--- src/rtl/nbit_register.sv ---
// rtl/nbit_register.sv - N-bit load-enable register with asynchronous reset
// Optional feature: define NBIT_REGISTER_PARITY_EN to add the registered even-parity output.
module nbit_register #(
  parameter int unsigned  N           = 8,
  parameter logic [N-1:0] RESET_VALUE = '0
) (
  input  logic         clk,
  input  logic         reset,
  input  logic         enable,
  input  logic [N-1:0] d,
`ifdef NBIT_REGISTER_PARITY_EN
  output logic         parity,
`endif
  output logic [N-1:0] q
);

  always_ff @(posedge clk or posedge reset) begin
    if (reset) begin
      q <= RESET_VALUE;
    end else if (enable) begin
      q <= d;
    end
  end

`ifdef NBIT_REGISTER_PARITY_EN
  // Parity is computed from d so it lands on the same edge as q, keeping both purely registered.
  always_ff @(posedge clk or posedge reset) begin
    if (reset) begin
      parity <= ^RESET_VALUE;
    end else if (enable) begin
      parity <= ^d;
    end
  end
`endif

endmodule

--- config.mk ---
export PLATFORM = sky130hd
export DESIGN_NAME = nbit_register
export DESIGN_NICKNAME = d
export VERILOG_FILES = /design/src/rtl/nbit_register.sv
export SDC_FILE = /design/constraint.sdc
export NUM_CORES = 1
export LEC_CHECK = 0
export BUFFER_PORTS_ARGS = -buffer_cell sky130_fd_sc_hd__buf_2
export CORE_AREA = 2 2 39 41
export CTS_CLUSTER_DIAMETER = 40
export CTS_CLUSTER_SIZE = 25
export DETAILED_ROUTE_END_ITERATION = 10
export DIE_AREA = 0 0 41 43
export GPL_ROUTABILITY_DRIVEN = 0
export SLEW_MARGIN = 10
export SYNTH_ARGS = -nofsm -noshare
export SYNTH_HDL_FRONTEND = slang
export SYNTH_SLANG_ARGS = --single-unit
--- constraint.sdc ---
create_clock -name clk -period 0.8 [get_ports clk]
set_input_delay 0.08 -clock clk [delete_from_list [all_inputs] [get_ports clk]]
set_output_delay 0.08 -clock clk [all_outputs]
set_load 0.1 [all_outputs]
# Word level (Yosys, flattened, before mapping)
# Index checks and enable logic that the tools add are counted.
# word_totals
ff_bits	8
out_inout_bits	8
in_bits	11

# Depth between registers and ports, before layout
# Gate-level depths: netlist of run 1.
# depth
word_depth	0
mapped_depth	2

# Worst setup path after synthesis of run 1
# No wires, ideal clock.
# synth_path
path_kind	reg2reg
startpoint	register q[0] (netlist name)
endpoint	register q[0]
arrival_time_ns	1.132
stages_incl_launch_ff	2
n_path_buf	0
synth_period_minus_slack_ns	1.258
slack_ns	-0.458
path_cell_list	dfrtp_1 -> mux2_4
# synth_rtl
element	line_no	source
to (signal assigned)	19	q <= RESET_VALUE;
to (signal assigned)	21	q <= d;
to (decl)	14	output logic [N-1:0] q

# Worst setup path in the final report of run 1
# layout_path
startpoint	register q[3]
endpoint	output q[3]
# No word-level cell between the ends.

==> results.txt, run 1 <==
----------------------------------------------------
[Run status]
  Run status ... finished, violations left
  Violations in the final reports ... setup timing

[Cells and area]
  Biggest registers after layout ... q x8
  Reg with most FFs ... q
  Most frequent standard cell in the layout excluding fill and tap cells ... sky130_fd_sc_hd__buf_2
  Core occupancy in the finished layout ... 50.3%
  Flip-flop count of the largest register after layout ... 8
  Proportion of layout cells with a drive suffix above 1 ... 95.7%
  Number of nets in the layout ... 59
  Diode insertion count for antenna repair ... 0
  Layout overhead on the synthesized area ... 107%
  Highest-count cells in the layout ignoring fill and taps ... sky130_fd_sc_hd__buf_2 (10), sky130_fd_sc_hd__mux2_4 (8), sky130_fd_sc_hd__buf_12 (8), sky130_fd_sc_hd__dfrtp_4 (8), sky130_fd_sc_hd__buf_6 (7)

[Clock network]
  Clock tree root buffer cell ... sky130_fd_sc_hd__clkbuf_4
  Inserted Clock Buffers ... 3
  Clock Latency Late Sink ... 0.24 ns
  Clock tree from TritonCTS ... done
  Number of H-tree levels ... 1
  Largest buffer count on any clock path ... 2
  Number of post-CTS setup repair buffers ... 0
  Clock tree sinks ... 8
  Clock-pin transition on the worst setup and hold timing paths ... 0.05 ns

[Synth]
  FF+latch count, synth ... 8
  Portion of the post-synthesis area used by sequential elements ... 59.7%
  Number of library cell types mapped by synthesis ... 4
  Gate count after technology mapping ... 18
  Per-instance average area after synthesis ... 18.6 um^2
  Netlist area before placement ... 335 um^2
  Synth Warn # ... 0
  Syn nets ... 29

[Timing]
  RSZ-0062 raised after global routing ... true
  Transition time at the pin with the least slew margin ... 0.290 ns
  Max Clock Skew ... 0 ns
  Smallest setup slack after layout ... -0.279 ns
  Setup TNS ... -2.57 ns
  Post-route fraction of the period consumed by the critical path ... 135%
  Fin. Hold Viols ... 0
  Final count of negative-setup-slack endpoints ... 16
  Post-route minimum period ... 1.08 ns
  Relative max-transition margin ... 80.6%
  Final slew viol count ... 0
  Highest attainable clock frequency ... 926 MHz

[GRT]
  Wire length of the first global-routing pass ... 1070 um
  Antenna violations before repair ... 0
  Total congestion overflow ... 0
  GRT Resource Usage Total ... 9.83%
  Via count of the first global-routing pass ... 267
  Pin count of the biggest net entering global routing ... 9

[Routing]
  Vias per cell ... 4.10
  Average routed wire per standard cell ... 11.0 um
  Vias after detailed routing ... 254
  Residual DRC count ... 0
  Overall routed net length ... 684 um
  Antenna Violating Nets Remaining ... 0
  DR iter-0 viols ... 3
  Length of the first detailed-routing pass in iterations ... 2

[Worst setup path]
  Required time of the critical path ... 0.72 ns
  Kind of critical path ... reg2out
  Data arrival time of the worst path ... 1.00 ns
  Critical path launch point type ... register
  Critical-path maximum fanout ... 2
  Worst flop-to-flop path startpoint ... q[1]$_DFFE_PP0P_
  Category of the worst setup path capture point ... primary output
  Number of cell instances on the worst register-to-register path ... 1
  Worst R2R End ... q[1]$_DFFE_PP0P_
  Register-to-Register Setup Slack ... -0.07 ns
  Source of the critical timing path ... q[3]$_DFFE_PP0P_

[Pwr]
  Maximum VDD drop ... 0.00104 V
  Total chip power ... 1480 uW
  Pwr/cell area ... 2130 nW/um^2
  Leak pwr ... 0.000332 uW

[Min path]
  Worst hold path startpoint ... d[7]
  Endpoint of the worst hold path ... q[7]$_DFFE_PP0P_
  Type of the most critical hold path ... in2reg
  Hold path cells ... 2

[Floorplan]
  Area of the die ... 1760 um^2
  Number of core rows ... 14
  Height of the die ... 43 um
  Core area ... 1380 um^2
  Boundary Pins ... 19
  Die width ... 41 um
  Starting density of the core ... 24.2%

[Flow run]
  Number of violations of the max-capacitance limit ... 0

[Place]
  Quantity of I/O buffers inserted on ports ... 18
  Post-DP HPWL ... 573 um

----------------------------------------------------
[through the flow]
stage | setup WS [ns] | hold slack (ns) | area, um^2 | instances
after floorplan | -0.227 | -0.104 | 365 | 18
after global placement | -0.0589 | 0.0378 | 637 | 58
after detailed placement | -0.0737 | 0.0355 | 637 | 58
after CTS | -0.295 | 0.0549 | 696 | 62
after global routing | -0.310 | 0.0527 | 696 | 62
final | -0.279 | 0.0629 | 696 | 62
[timing repair]
action	CTS	global route
gates cloned	0	0
gates resized for setup	7	0
hold buffers	1	0
endpoints found under the setup margin	16	16
hold endpoints to repair	8	0
[layer usage]
layer	global-route usage (%)	vias to the layer above	wire length (um)
li1	-	116	-
met1	9.93	129	261
met2	14.1	9	375
met3	6.81	0	47
met4	6.00	0	0
met5	0	-	0
[worst max path at each step]
| stage | endpoint |
|---|---|
| 2_1_floorplan | q[0]$_DFFE_PP0P_ |
| 3_3_place_gp | q[1]$_DFFE_PP0P_ |
| 3_5_place_dp | q[1]$_DFFE_PP0P_ |
| 4_1_cts | q[5] |
| 5_1_grt | q[5] |
| 6_report | q[3] |
[logic make-up (layout without fill, tap and decap cells)]
kind of cell / after synthesis / in the layout / share of synthesized area [%]
muxes: 8 / 8 / 35.8
DFF: 8 / 8 / 59.7
buffers and inverters: 2 / 30 / 4.48
[layout make-up]
| class | count | area [um^2] |
|---|---|---|
| fill | 119 | 688 |
| timing repair buffer | 26 | 299 |
| sequential | 8 | 230 |
| multi-input combinational | 8 | 120 |
| clock buffer | 3 | 22.5 |
| tap | 16 | 20.0 |
| inverter | 1 | 3.75 |
[Yosys cell counts (all sizes together)]
master | number | share of area [%]
buf | 1 | 3.4
mux2 | 8 | 36
inv | 1 | 1.1
dfrtp | 8 | 60
[critical path, stage by stage, from the launching register on]
cell and delay, ns:
sky130_fd_sc_hd__dfrtp_4 0.48, sky130_fd_sc_hd__buf_6 0.12, sky130_fd_sc_hd__buf_12 0.15
[where the power goes]
group,switching [uW],internal [uW]
Clock,120,171
Sequential,32.5,472
Combinational,386,302
Total,539,945
(Power assumes the default switching activity.)
==> run 2: changes to the inputs <==
--- a/config.mk
+++ b/config.mk
@@ -6,12 +6,15 @@
 export NUM_CORES = 1
 export LEC_CHECK = 0
 export BUFFER_PORTS_ARGS = -buffer_cell sky130_fd_sc_hd__buf_2
+export CELL_PAD_IN_SITES_DETAIL_PLACEMENT = 1
+export CELL_PAD_IN_SITES_GLOBAL_PLACEMENT = 1
 export CORE_AREA = 2 2 39 41
 export CTS_CLUSTER_DIAMETER = 40
 export CTS_CLUSTER_SIZE = 25
 export DETAILED_ROUTE_END_ITERATION = 10
 export DIE_AREA = 0 0 41 43
 export GPL_ROUTABILITY_DRIVEN = 0
+export PLACE_DENSITY_LB_ADDON = 0.1
 export SLEW_MARGIN = 10
 export SYNTH_ARGS = -nofsm -noshare
 export SYNTH_HDL_FRONTEND = slang
==> constraint.sdc (replaced) <==
create_clock -name clk -period 0.8 [get_ports clk]
set_input_delay 0.08 -clock clk [delete_from_list [all_inputs] [get_ports clk]]
set_output_delay 0.08 -clock clk [all_outputs]
set_load 0.01 [all_outputs]
==> run 2 against run 1 <==
- the flow still finishes with violations (setup timing)
- routed wire length down 2.8%
- global-route usage down 0.77 points
- sequential cell count unchanged
- hold slack better by 0.0031 ns
- non-clock buffer count down 7
- core utilization down 17 points
- critical path type unchanged
- critical endpoint unchanged
- largest power group is now registers
==> results.txt, run 2 (synthesis results as in run 1) <==
----------------------------------------------------
[Timing]
  Smallest setup slack after layout ... -0.0480 ns
  Post-route fraction of the period consumed by the critical path ... 106%
  Post-route minimum period ... 0.848 ns
  Max Clock Skew ... 0 ns
  Relative max-transition margin ... 79.9%
  Highest attainable clock frequency ... 1180 MHz
  Transition time at the pin with the least slew margin ... 0.302 ns
  Fin. Hold Viols ... 0
  RSZ-0062 raised after global routing ... true
  Final slew viol count ... 0
  Final-layout worst hold slack ... 0.0660 ns
  Final count of negative-setup-slack endpoints ... 8

[Clock network]
  Largest buffer count on any clock path ... 2
  Clock tree from TritonCTS ... done
  Number of H-tree levels ... 1
  Inserted Clock Buffers ... 3
  Cells resized by post-CTS repair ... 0
  Clock tree sinks ... 8
  Clock-pin transition on the worst setup and hold timing paths ... 0.05 ns
  Clock tree root buffer cell ... sky130_fd_sc_hd__clkbuf_4
  Clock Latency Late Sink ... 0.24 ns

[Worst setup path]
  Category of the worst setup path capture point ... primary output
  CP Depth ... 1
  Crit path cell chain ... buf_2
  Worst flop-to-flop path startpoint ... q[3]$_DFFE_PP0P_
  Source of the critical timing path ... q[3]$_DFFE_PP0P_
  Kind of critical path ... reg2out
  Slowest library cell on the worst path ... sky130_fd_sc_hd__dfrtp_1
  Worst R2R End ... q[3]$_DFFE_PP0P_
  Delay of the slowest cell on the worst path ... 0.38 ns
  Critical-path maximum fanout ... 2
  Data arrival time of the worst path ... 0.77 ns
  Register-to-Register Setup Slack ... 0.03 ns
  Critical path launch point type ... register
  Number of cell instances on the worst register-to-register path ... 1
  Sum of buffers and inverters on the critical path ... 1
  Critical path endpoint ... q[3]
  Required time of the critical path ... 0.72 ns
  Family of cells with the greatest summed delay on the critical path ... flip-flops

[GRT]
  Via count of the first global-routing pass ... 234
  Wire length of the first global-routing pass ... 1010 um
  Antenna violations before repair ... 0
  Total congestion overflow ... 0
  Pin count of the biggest net entering global routing ... 9
  GRT Resource Usage Total ... 9.05%

[Floorplan]
  Height of the die ... 43 um
  Die width ... 41 um
  Number of core rows ... 14
  Starting density of the core ... 24.2%
  Boundary Pins ... 19
  Core area ... 1380 um^2
  Area of the die ... 1760 um^2

[Routing]
  Average routed wire per standard cell ... 12.1 um
  Vias after detailed routing ... 224
  DR iter-0 viols ... 0
  Length of the first detailed-routing pass in iterations ... 1
  Overall routed net length ... 665 um
  Residual DRC count ... 0
  Antenna Violating Nets Remaining ... 0
  Vias per cell ... 4.07

[Min path]
  Type of the most critical hold path ... in2reg

[Run status]
  Violations in the final reports ... setup timing
  Run status ... finished, violations left

[Pwr]
  Pwr/cell area ... 2020 nW/um^2
  Leak pwr ... 0.000254 uW
  Maximum VDD drop ... 0.000859 V

[Cells and area]
  Most frequent standard cell in the layout excluding fill and tap cells ... sky130_fd_sc_hd__buf_2
  Core occupancy in the finished layout ... 33.7%
  Highest-count cells in the layout ignoring fill and taps ... sky130_fd_sc_hd__buf_2 (18), sky130_fd_sc_hd__mux2_4 (8), sky130_fd_sc_hd__dfrtp_1 (8), sky130_fd_sc_hd__clkbuf_4 (3)
  Diode insertion count for antenna repair ... 0
  Reg with most FFs ... q
  Number of nets in the layout ... 52
  Flip-flop count of the largest register after layout ... 8
  Layout overhead on the synthesized area ... 39.2%
  Proportion of layout cells with a drive suffix above 1 ... 74.4%
  Post-route cell area ... 467 um^2
  Biggest registers after layout ... q x8

[Place]
  Placement-stage cell area ... 434 um^2
  Quantity of I/O buffers inserted on ports ... 18

[Flow run]
  Number of violations of the max-capacitance limit ... 0

----------------------------------------------------
## run 2: cell type report
class | count | area, um^2
flip-flops and latches | 8 | 200
clock buffers | 3 | 22.5
repair buffers | 19 | 100
well taps | 16 | 20.0
multi-input cells | 8 | 120
fillers | 164 | 917
inverters | 1 | 3.75
## run 2: how the worst min path moves through the flow
stage | to | depth (start not counted) | from | slack [ns]
2_1_floorplan | q[0]$_DFFE_PP0P_ | 1 | reset | -0.10
5_1_grt | q[5]$_DFFE_PP0P_ | 2 | d[5] | 0.05
3_5_place_dp | q[1]$_DFFE_PP0P_ | 2 | reset | 0.04
3_3_place_gp | q[2]$_DFFE_PP0P_ | 2 | reset | 0.03
6_report | q[1]$_DFFE_PP0P_ | 2 | d[1] | 0.07
4_1_cts | q[5]$_DFFE_PP0P_ | 2 | d[5] | 0.05
## run 2: what timing repair did
item                                    in CTS  in global routing
endpoints found under the setup margin       8                  8
hold buffers                                 1                  0
setup buffers                                0                  0
hold endpoints to repair                     8                  0
cloned                                       0                  0
## run 2: power breakdown
group	internal, uW	total (uW)	switching [uW]
registers	446	468	21.9
clock network	171	296	125
logic	107	178	71.0
## run 2: through the flow
step                      std cells  setup TNS [ns]  power (uW)  setup WS [ns]
after detailed placement         51               0         651         0.0118
final                            55          -0.315         942        -0.0480
after global placement           51               0         645         0.0358
after floorplan                  18               0         579         0.0207
after CTS                        55          -0.452         967        -0.0680
after global routing             55          -0.642        1010        -0.0863
## run 2: routing by layer
metal / part of all wire, % / vias up / global-route usage, %
met3: 7.8 / 0 / 4.71
li1: - / 104 / -
met2: 51 / 11 / 13.1
met5: 0 / - / 0
met4: 0 / 0 / 4.00
met1: 41 / 109 / 10.7
